===== config.mk =====
export PLATFORM = sky130hd
export DESIGN_NAME = switch_input_conditioner
export DESIGN_NICKNAME = d
export VERILOG_FILES = /design/src/rtl/switch_input_conditioner.sv
export SDC_FILE = /design/constraint.sdc
export NUM_CORES = 1
export LEC_CHECK = 0
export CORE_ASPECT_RATIO = 1.1
export CORE_MARGIN = 2
export CORE_UTILIZATION = 53
export CTS_CLUSTER_DIAMETER = 80
export DETAILED_ROUTE_END_ITERATION = 8
export GPL_ROUTABILITY_DRIVEN = 1
export PLACE_DENSITY = 0.81
export RECOVER_POWER = 100
export SYNTH_ARGS = -nofsm -noshare
export SYNTH_HDL_FRONTEND = slang
export SYNTH_SLANG_ARGS = --single-unit

===== constraint.sdc =====
create_clock -name clk -period 3.1 [get_ports clk]
set_input_delay 0.31 -clock clk [delete_from_list [all_inputs] [get_ports clk]]
set_output_delay 0.31 -clock clk [all_outputs]
set_load 0.03 [all_outputs]

===== src/rtl/switch_input_conditioner.sv =====
// switch_input_conditioner
//   Front-end for the 8-to-3 priority encoder / seven-segment stage.
//   Synchronises the slide switches and push-button to clk, debounces them
//   on a prescaled sample tick, presents the stable switch value on x,
//   toggles en once per debounced button press, and pulses x_chg for one
//   cycle whenever x takes a new value.
//
// Ports
//   clk    in   1  system clock, rising edge
//   rst    in   1  asynchronous active-low reset
//   sw     in   8  raw switch levels (asynchronous)
//   btn    in   1  raw push-button, 1 = pressed (asynchronous)
//   x      out  8  debounced switch value (registered)
//   en     out  1  enable toggle (registered)
//   x_chg  out  1  one-cycle pulse in the cycle x first shows a new value
module switch_input_conditioner #(
    parameter int   TICK_DIV     = 50000,
    parameter int   STABLE_TICKS = 4,
    parameter logic EN_INIT      = 1'b0
) (
    input  logic       clk,
    input  logic       rst,
    input  logic [7:0] sw,
    input  logic       btn,
    output logic [7:0] x,
    output logic       en,
    output logic       x_chg
);

    localparam int             PW        = (TICK_DIV > 1) ? $clog2(TICK_DIV) : 1;
    localparam logic [PW-1:0]  PRESC_MAX = PW'(TICK_DIV - 1);
    // count+1 == STABLE_TICKS is the same as count == STABLE_TICKS-1
    localparam logic [3:0]     CNT_LAST  = 4'(STABLE_TICKS - 1);
    localparam int             BTN_CH    = 8;

    typedef enum logic {
        BTN_RELEASED = 1'b0,
        BTN_PRESSED  = 1'b1
    } btn_state_t;

    // two-flop synchronisers, channel 8 is the button
    logic [8:0]       meta_r;
    logic [8:0]       sync_r;

    logic [PW-1:0]    presc_r;
    logic [PW-1:0]    presc_nxt_s;
    logic             tick_s;

    logic [8:0]       stable_r;
    logic [8:0]       stable_nxt_s;
    logic [8:0][3:0]  cnt_r;
    logic [8:0][3:0]  cnt_nxt_s;

    btn_state_t       state_r;
    btn_state_t       state_nxt_s;
    logic             en_r;
    logic             en_nxt_s;
    logic             x_chg_r;
    logic             x_chg_nxt_s;

    // Synchroniser chain for all nine raw inputs.
    always_ff @(posedge clk or negedge rst) begin
        if (!rst) begin
            meta_r <= 9'd0;
            sync_r <= 9'd0;
        end else begin
            meta_r <= {btn, sw};
            sync_r <= meta_r;
        end
    end

    // Sample tick: high during the last prescaler count before wrap.
    always_comb begin
        tick_s      = 1'b0;
        presc_nxt_s = presc_r;
        if (presc_r == PRESC_MAX) begin
            tick_s      = 1'b1;
            presc_nxt_s = {PW{1'b0}};
        end else begin
            tick_s      = 1'b0;
            presc_nxt_s = presc_r + PW'(1);
        end
    end

    // Prescaler counter register.
    always_ff @(posedge clk or negedge rst) begin
        if (!rst) begin
            presc_r <= {PW{1'b0}};
        end else begin
            presc_r <= presc_nxt_s;
        end
    end

    // Per-channel debounce: accept a new level after enough consecutive
    // disagreeing ticks; any agreeing tick restarts the run.
    always_comb begin
        stable_nxt_s = stable_r;
        cnt_nxt_s    = cnt_r;
        if (tick_s) begin
            for (int i = 0; i < 9; i++) begin
                if (sync_r[i] == stable_r[i]) begin
                    cnt_nxt_s[i] = 4'd0;
                end else if (cnt_r[i] == CNT_LAST) begin
                    stable_nxt_s[i] = sync_r[i];
                    cnt_nxt_s[i]    = 4'd0;
                end else begin
                    cnt_nxt_s[i] = cnt_r[i] + 4'd1;
                end
            end
        end else begin
            stable_nxt_s = stable_r;
            cnt_nxt_s    = cnt_r;
        end
    end

    // Change flag for the switch channels, aligned with the x update.
    always_comb begin
        x_chg_nxt_s = 1'b0;
        if (stable_nxt_s[7:0] != stable_r[7:0]) begin
            x_chg_nxt_s = 1'b1;
        end else begin
            x_chg_nxt_s = 1'b0;
        end
    end

    // Button FSM follows the debounced level that is about to be
    // registered, so the en toggle lands on the same edge as acceptance.
    always_comb begin
        state_nxt_s = state_r;
        en_nxt_s    = en_r;
        case (state_r)
            BTN_RELEASED: begin
                if (stable_nxt_s[BTN_CH]) begin
                    state_nxt_s = BTN_PRESSED;
                    en_nxt_s    = ~en_r;
                end else begin
                    state_nxt_s = BTN_RELEASED;
                end
            end
            BTN_PRESSED: begin
                if (!stable_nxt_s[BTN_CH]) begin
                    state_nxt_s = BTN_RELEASED;
                end else begin
                    state_nxt_s = BTN_PRESSED;
                end
            end
            default: begin
                state_nxt_s = BTN_RELEASED;
                en_nxt_s    = en_r;
            end
        endcase
    end

    // Debounce state, button FSM and output registers.
    always_ff @(posedge clk or negedge rst) begin
        if (!rst) begin
            stable_r <= 9'd0;
            cnt_r    <= '{default: 4'd0};
            state_r  <= BTN_RELEASED;
            en_r     <= EN_INIT;
            x_chg_r  <= 1'b0;
        end else begin
            stable_r <= stable_nxt_s;
            cnt_r    <= cnt_nxt_s;
            state_r  <= state_nxt_s;
            en_r     <= en_nxt_s;
            x_chg_r  <= x_chg_nxt_s;
        end
    end

    assign x     = stable_r[7:0];
    assign en    = en_r;
    assign x_chg = x_chg_r;

endmodule


==> results of run 1 <==
-- area by class of cell --
class                           instances  area, um^2
Fill cell                             502        2470
Sequential cell                        81        2030
Multi-Input combinational cell        228        1500
Timing Repair Buffer                   22         219
Clock buffer                           11         151
Tap cell                               82         103
Clock inverter                          5        77.6
Inverter                                2        7.51
-- registers in the layout, summed over array words and instances, names as in the netlist --
register / flops
meta_r: 9
sync_r: 9
presc_r: 16
x_chg: 1
stable_r: 9
cnt_r: 36
en: 1
-- worst paths after layout --
check                      depth (start not counted)        from  slack (ns)          end
min reg2reg                                        0   meta_r[7]        0.34    sync_r[7]
min                                                0   meta_r[7]        0.34    sync_r[7]
min in group asynchronous                          1         rst        0.47    sync_r[6]
max reg2reg                                        6  presc_r[0]        0.64     cnt_r[3]
max                                                6  presc_r[0]        0.64     cnt_r[3]
max in group asynchronous                          1         rst        1.46  stable_r[5]
-- synth_stat cells, types with 2 or more instances --
library cell | number | area [um^2]
mux2_2 | 5 | 56.3
xor2_1 | 16 | 140
and3_1 | 2 | 12.5
o31ai_1 | 18 | 135
a21bo_2 | 8 | 80.1
inv_1 | 2 | 7.51
nor2_1 | 11 | 41.3
nand4_1 | 5 | 31.3
nor4_1 | 2 | 12.5
nand2_1 | 46 | 173
nand2b_1 | 8 | 50.1
xnor2_1 | 7 | 61.3
a22oi_1 | 4 | 30.0
mux2_1 | 4 | 45.0
nor3b_1 | 9 | 67.6
ha_1 | 10 | 125
nor2b_1 | 2 | 12.5
o21ai_0 | 20 | 100
and2_1 | 10 | 62.6
buf_4 | 3 | 22.5
nand3_1 | 24 | 120
dfrtp_1 | 81 | 2030
nand3b_1 | 9 | 67.6
clkbuf_1 | 3 | 11.3
-- metal layers --
layer / up-vias / global-route usage / wire length [um]
li1: 1180 / - / -
met1: 1180 / 0.249 / 2900
met2: 26 / 0.283 / 2860
met3: 9 / 0.0460 / 159
met4: 0 / 0.0875 / 119
met5: - / 0 / 0
-- logic make-up (layout without fill, tap and decap cells) --
kind of cell | Yosys count | in the layout | share of synthesized area
AND/OR/NAND/NOR | 134 | 134 | 0.199
adder cells (fa/ha/maj) | 10 | 10 | 0.0349
buffers and inverters | 10 | 40 | 0.0160
flip-flops | 81 | 81 | 0.565
AO/OA/AOI/OAI | 52 | 52 | 0.101
multiplexers | 9 | 9 | 0.0282
XOR/XNOR | 23 | 23 | 0.0561
-- metrics by stage --
step	power, mW	std cells
floorplan	1.11	319
global placement	1.14	415
detailed placement	1.14	415
CTS	2.00	431
global route	2.06	431
finish	1.98	431
-- power by group --
group / leakage (nW) / internal, mW / switching, mW
Combinational: 0.742 / 0.0146 / 0.0308
Sequential: 1.08 / 1.07 / 0.00540
Clock: 0.115 / 0.495 / 0.364
Total: 1.93 / 1.58 / 0.401
==> results.toml, run 1 <==
[clock_network]
cts_setup_buffers = 0
clkTransAtPathRegs_ns = 0.08
tritoncts = "yes"
cts_root_buffer = "clkbuf_8"
clock_latency_ns = 0.35
cts-resized-gates = 0
cts_sinks = 81
cts_hold_buffers = 0
clk_path_buf_depth = 2
cts_inserted_buffers = 9
htreeDepth = 3

[floorplan]
dieArea_um2 = 7450
initial_core_util = 0.547
io_pins = 21
die_x_um = 82.5
die_height_um = 90.3
num_rows = 31
core_area_um2 = 6560

[synth]
synthFlopType = "dfrtp_1"
synth_enable_flop_cells = 0
ys_ff_latch = 81
synth_fp_nets = 340
synth_area_um2 = 3590
ys_seq_area_frac = 0.565
yosysWarnings = 0
syn-instance-count = 319
ys_types = 34
syn_area_per_cell_um2 = 11.2
synthArstFlopShare = 1.00

[setup_path]
critPathSlowestCell = "clkbuf_1"
crit_type = "reg -> reg"
critPathRequiredTime_ns = 3.35
arrival_ns = 2.72
endpoint_kind = "register"
critPathTopFamily = "buffers and inverters"
startpoint_type = "register"
crit_chain = "ha_1, and3_1, nand4_1, clkbuf_1, o21ai_0, o31ai_1"
critical_path_buf_inv_count = 1
crit_fanout = 30
critical-path-max-stage-delay_ns = 0.94

[sta]
drv_slew = 82
worst_slack_ns = 0.639
whs_ns = 0.345
setup-tns-final_ns = 0
tightest_slew_ns = 1.93
setup_viol = 0
fin_crit_sh = 0.794
fmax_ghz = 0.406
rsz0062_at_grt = "no"
clock-skew-final_ns = 0.00729
hold_viol = 0
fin_crit_ns = 2.46
slew-limit-headroom = -0.287

[placed_design]
globalplace.congestion = 0.778
hpwl_mm = 4.01
pre_cts_slack_ns = 0.993
place_area_um2 = 3870
io_buffers = 20

[final_layout]
diodes = 0
fin_util = 0.624
layout_common_cells = "dfrtp_1 (81), nand2_1 (46), nand3_1 (24), o21ai_0 (20), dlygate4sd3_1 (19)"
fin_area_um2 = 4090
syn_to_final_growth_pct = 13.9
nets = 365
drive_gt1_frac = 0.0946
final_common_cell = "dfrtp_1"

[global_routing]
grt_pass1_wl_mm = 10.6
grt_pass1_vias = 2373
grt_util_all_layers = 0.186
grt_max_degree = 82
antenna_found_initial = 0
overflow = 0

[route]
drc = 0
drtIter0Drc = 204
via_count = 2395
ant_nets = 0
wirelength_mm = 6.04
vias_per_cell = 5.56
drt_pre_antenna_iters = 4
wl_per_cell_um = 14.0

[power]
p_leak_nw = 1.93
peakVddDrop_uv = 248
power_density_nw_per_um2 = 484

[run_status]
violations = "capacitance limit, slew limit"
status = "complete, but fails checks"

[hold_path]
hold_path.class = "reg -> reg"

[run]
drv_cap = 1
Note: power is estimated with default switching activity, not from simulation.
==> inputs of run 2 (changes only) <==
==> constraint.sdc (replaced) <==
create_clock -name clk -period 2.49 [get_ports clk]
set_input_delay 0.249 -clock clk [delete_from_list [all_inputs] [get_ports clk]]
set_output_delay 0.249 -clock clk [all_outputs]
set_load 0.03 [all_outputs]
==> results.toml, run 2 (synthesized netlist as in run 1, its figures left out) <==
[power]
p_comb_frac = 0.024
switching_share = 0.197
seq_power_share = 0.525
pwr-share-clk = 0.450
p_sw_mw = 0.501
p_leak_nw = 1.95
power_density_nw_per_um2 = 615
internal-power_mw = 2.04
peakVddDrop_uv = 342

[setup_path]
arrival_ns = 2.22
rr_startpoint = "presc_r[0]"
startpoint_type = "register"
crit_fanout = 26
rrSetupSlack_ns = 0.48
regToRegEndpoint = "cnt_r[19]"
endpoint_kind = "register"
r2r_cells = 6
crit_type = "reg -> reg"
critPathRequiredTime_ns = 2.71

[placed_design]
numPlacedInstances = 416
hpwl_mm = 4.29
io_buffers = 20
globalplace.congestion = 0.811

[sta]
clock-skew-final_ns = 0.00628
hold_viol = 0
slew-limit-headroom = 0.163
rsz0062_at_grt = "no"
fmax_ghz = 0.499
setup_viol = 0
fin_crit_sh = 0.806
setup-tns-final_ns = 0
drv_slew = 0
tightest_slew_ns = 1.26
fin_crit_ns = 2.01

[clock_network]
cts_root_buffer = "clkbuf_8"
htreeDepth = 3
cts-resized-gates = 0
tritoncts = "yes"
clk_path_buf_depth = 2
cts_hold_buffers = 1
cts_inserted_buffers = 9
cts_setup_buffers = 0
clock_latency_ns = 0.34
cts_sinks = 81
clkTransAtPathRegs_ns = 0.08

[final_layout]
final-instance-count-excl-fill = 433
final_common_cell = "dfrtp_1"
top_register = "cnt_r"
drive_gt1_frac = 0.0969
diodes = 0
top_regs = "cnt_r x36, presc_r x16"
nets = 367
syn_to_final_growth_pct = 15.2
largest_reg_flops = 36
layout_common_cells = "dfrtp_1 (81), nand2_1 (46), nand3_1 (24), o21ai_0 (20), dlygate4sd3_1 (20)"

[floorplan]
die_x_um = 82.5
io_pins = 21
dieArea_um2 = 7450
die_height_um = 90.3
core_area_um2 = 6560
num_rows = 31
initial_core_util = 0.547

[global_routing]
grt_pass1_wl_mm = 11.1
grt.met2_usage = 0.311
busiest_layer = "met2"
met1_usage = 0.257
use_met3 = 0.0420
overflow = 0
grt_pass1_vias = 2430
antenna_found_initial = 0
grt_max_degree = 52
grt_util_all_layers = 0.195

[route]
drc = 0
wirelength_mm = 6.43
via_count = 2470
drt_pre_antenna_iters = 4
wl_per_cell_um = 14.8
vias_per_cell = 5.70
drtIter0Drc = 145
ant_nets = 0

[run_status]
status = "finished clean"

[hold_path]
hold_path.class = "reg -> reg"
hold_end = "sync_r[1]"
min_path_cells = 0
hold_path_startpoint = "meta_r[1]"

[run]
drv_cap = 0
## run 2: cell count changes in the layout (fill, tap and decap cells not counted), sizes merged
cell / delta
buf: +1
bufinv: +1
clkinv: -1
dlygate4sd3: +1
## run 2: through the flow
step | power [mW] | hold slack (ns) | cell area, um^2 | setup slack (ns) | util
floorplan | 1.38 | -0.0466 | 3590 | 0.754 | -
detailed placement | 1.43 | 0.318 | 3890 | 0.654 | 0.593
global placement | 1.43 | 0.319 | 3890 | 0.705 | 0.593
finish | 2.54 | 0.355 | 4140 | 0.484 | 0.631
CTS | 2.57 | 0.325 | 4140 | 0.630 | 0.632
global route | 2.64 | 0.354 | 4140 | 0.250 | 0.631
## run 2: how the worst max path moves through the flow
stage | from | to | slack (ns) | depth (start not counted)
floorplan | presc_r[0] | stable_r[4] | 0.75 | 7
global placement | presc_r[0] | stable_r[5] | 0.71 | 6
detailed placement | presc_r[0] | stable_r[7] | 0.65 | 6
CTS | presc_r[0] | stable_r[7] | 0.63 | 6
global route | presc_r[0] | cnt_r[27] | 0.25 | 6
finish | presc_r[0] | cnt_r[19] | 0.48 | 6
## run 2: critical path: stages (launching register included)
cell	delay, ns
dfrtp_1	0.39
ha_1	0.22
and3_1	0.24
nand4_1	0.23
clkbuf_2	0.41
o21ai_0	0.28
o31ai_1	0.11
## run 2: layer usage
metal | vias up | wire, um
met5 | - | 0
met4 | 0 | 101
met3 | 7 | 164
met2 | 35 | 3200
met1 | 1240 | 2960
li1 | 1188 | -
## run 2: power groups by stage
stage,registers [mW],logic [mW],clock network (mW)
2_1_floorplan,1.36,0.0172,0
3_3_place_gp,1.36,0.0652,0
3_5_place_dp,1.36,0.0663,0
4_1_cts,1.34,0.0682,1.16
5_1_grt,1.34,0.0726,1.23
6_report,1.34,0.0623,1.15
## run 2: layout make-up
type,instances,area (um^2)
Inverter,2,7.51
Clock buffer,11,141
Fill cell,513,2420
Multi-Input combinational cell,228,1500
Timing Repair Buffer,24,250
Tap cell,82,103
Sequential cell,81,2030
Clock inverter,5,103
==> inputs of run 3 (changes only) <==
==> constraint.sdc (replaced) <==
create_clock -name clk -period 1.9 [get_ports clk]
set_input_delay 0.19 -clock clk [delete_from_list [all_inputs] [get_ports clk]]
set_output_delay 0.19 -clock clk [all_outputs]
set_load 0.03 [all_outputs]
==> results.toml, run 3 (synthesized netlist as in run 1, its figures left out) <==
[final_layout]
fin_area_um2 = 4100
final_common_cell = "dfrtp_1"
largest_reg_flops = 36
diodes = 0
nets = 371
top_regs = "cnt_r x36, presc_r x16"
drive_gt1_frac = 0.104
final-instance-count-excl-fill = 437
layout_common_cells = "dfrtp_1 (81), nand2_1 (46), nand3_1 (24), o21ai_0 (20), o31ai_1 (18)"
syn_to_final_growth_pct = 14.3
top_register = "cnt_r"

[setup_path]
regToRegEndpoint = "stable_r[5]"
rr_startpoint = "presc_r[0]"
startpoint_type = "register"
crit_path_end = "stable_r[5]"
critPathSlowestCell = "dfrtp_1"
rrSetupSlack_ns = 0.09
critPathRequiredTime_ns = 2.13
crit_type = "reg -> reg"
startpoint = "presc_r[0]"
endpoint_kind = "register"
crit_chain = "ha_1, and3_1, and4_4, buf_6, nand2_1, mux2_1"
crit_fanout = 15
arrival_ns = 2.04
r2r_cells = 6
critical-path-max-stage-delay_ns = 0.40

[power]
power_density_nw_per_um2 = 744
peakVddDrop_uv = 437
p_comb_frac = 0.025
switching_share = 0.210
p_sw_mw = 0.641
seq_power_share = 0.574
p_leak_nw = 1.91
internal-power_mw = 2.41
pwr-share-clk = 0.400

[floorplan]
io_pins = 21
initial_core_util = 0.547
num_rows = 31
dieArea_um2 = 7450
core_area_um2 = 6560
die_x_um = 82.5
die_height_um = 90.3

[global_routing]
overflow = 0
grt_pass1_wl_mm = 11.0
grt_max_degree = 47
grt_pass1_vias = 2426
antenna_found_initial = 0
grt_util_all_layers = 0.192

[sta]
slew-limit-headroom = 0.398
setup_viol = 0
hold_viol = 0
fmax_ghz = 0.551
whs_ns = 0.354
clock-skew-final_ns = 0.00530
rsz0062_at_grt = "no"
worst_slack_ns = 0.0854
fin_crit_ns = 1.81
drv_slew = 0
setup-tns-final_ns = 0
tightest_slew_ns = 0.904
fin_crit_sh = 0.955

[placed_design]
globalplace.congestion = 0.809
numPlacedInstances = 419
pre_cts_slack_ns = 0.0658
hpwl_mm = 4.31
place_area_um2 = 3900
io_buffers = 20

[route]
drt_pre_antenna_iters = 4
wirelength_mm = 6.34
via_count = 2497
ant_nets = 0
drc = 0
drtIter0Drc = 174
wl_per_cell_um = 14.5
vias_per_cell = 5.71

[clock_network]
cts_inserted_buffers = 9
cts_root_buffer = "clkbuf_8"
cts_sinks = 81
clkTransAtPathRegs_ns = 0.07
clk_path_buf_depth = 2
clock_latency_ns = 0.35
tritoncts = "yes"
htreeDepth = 3

[hold_path]
hold_path.class = "reg -> reg"

[run]
drv_cap = 0

[run_status]
status = "finished clean"
-- run 3: layout make-up --
class | instances | area, um^2
tap | 82 | 103
multi-input combinational | 228 | 1510
inverter | 2 | 7.51
clock inverter | 3 | 40.0
clock buffer | 13 | 149
timing repair buffer | 28 | 269
sequential | 81 | 2030
fill | 515 | 2450
-- run 3: what timing repair did --
action	CTS	global route
endpoints found under the setup margin	0	18
gates resized for setup	0	5
hold buffers	1	0
endpoints found under the hold margin	35	0
setup buffers	0	1
-- run 3: power groups by stage --
stage,logic (mW),clock network (mW),registers (mW)
after floorplan,0.0226,0,1.78
after global placement,0.0851,0,1.78
after detailed placement,0.0866,0,1.79
after CTS,0.0888,1.24,1.75
after global routing,0.0915,1.35,1.75
final,0.0776,1.22,1.75
-- run 3: stage by stage --
stage                     total power [mW]   util
after floorplan                       1.81      -
after global placement                1.87  0.594
after detailed placement              1.87  0.594
after CTS                             3.08  0.625
after global routing                  3.19  0.626
final                                 3.05  0.626
-- run 3: routing by layer --
| metal | global-route usage | vias up | wire length (um) |
|---|---|---|---|
| met5 | 0 | - | 0 |
| met4 | 0.0806 | 0 | 82 |
| met3 | 0.0480 | 8 | 173 |
| met2 | 0.281 | 32 | 3070 |
| met1 | 0.273 | 1266 | 3020 |
| li1 | - | 1191 | - |
-- run 3: worst max-delay path: cells and delay by family (launching register included) --
kind                       cells  cell delay (ns)
buffers and inverters          1             0.17
adders and majority gates      1             0.21
and+or+nand+nor                3             0.59
DFF                            1             0.40
muxes                          1             0.33
-- run 3: how the worst min path moves through the flow --
stage / start / cells past startpoint / end
after CTS: sw[3] / 1 / meta_r[3]
after detailed placement: rst / 1 / cnt_r[27]
final: meta_r[8] / 0 / sync_r[8]
after global routing: meta_r[8] / 0 / sync_r[8]
after floorplan: rst / 0 / cnt_r[0]
after global placement: rst / 1 / cnt_r[27]
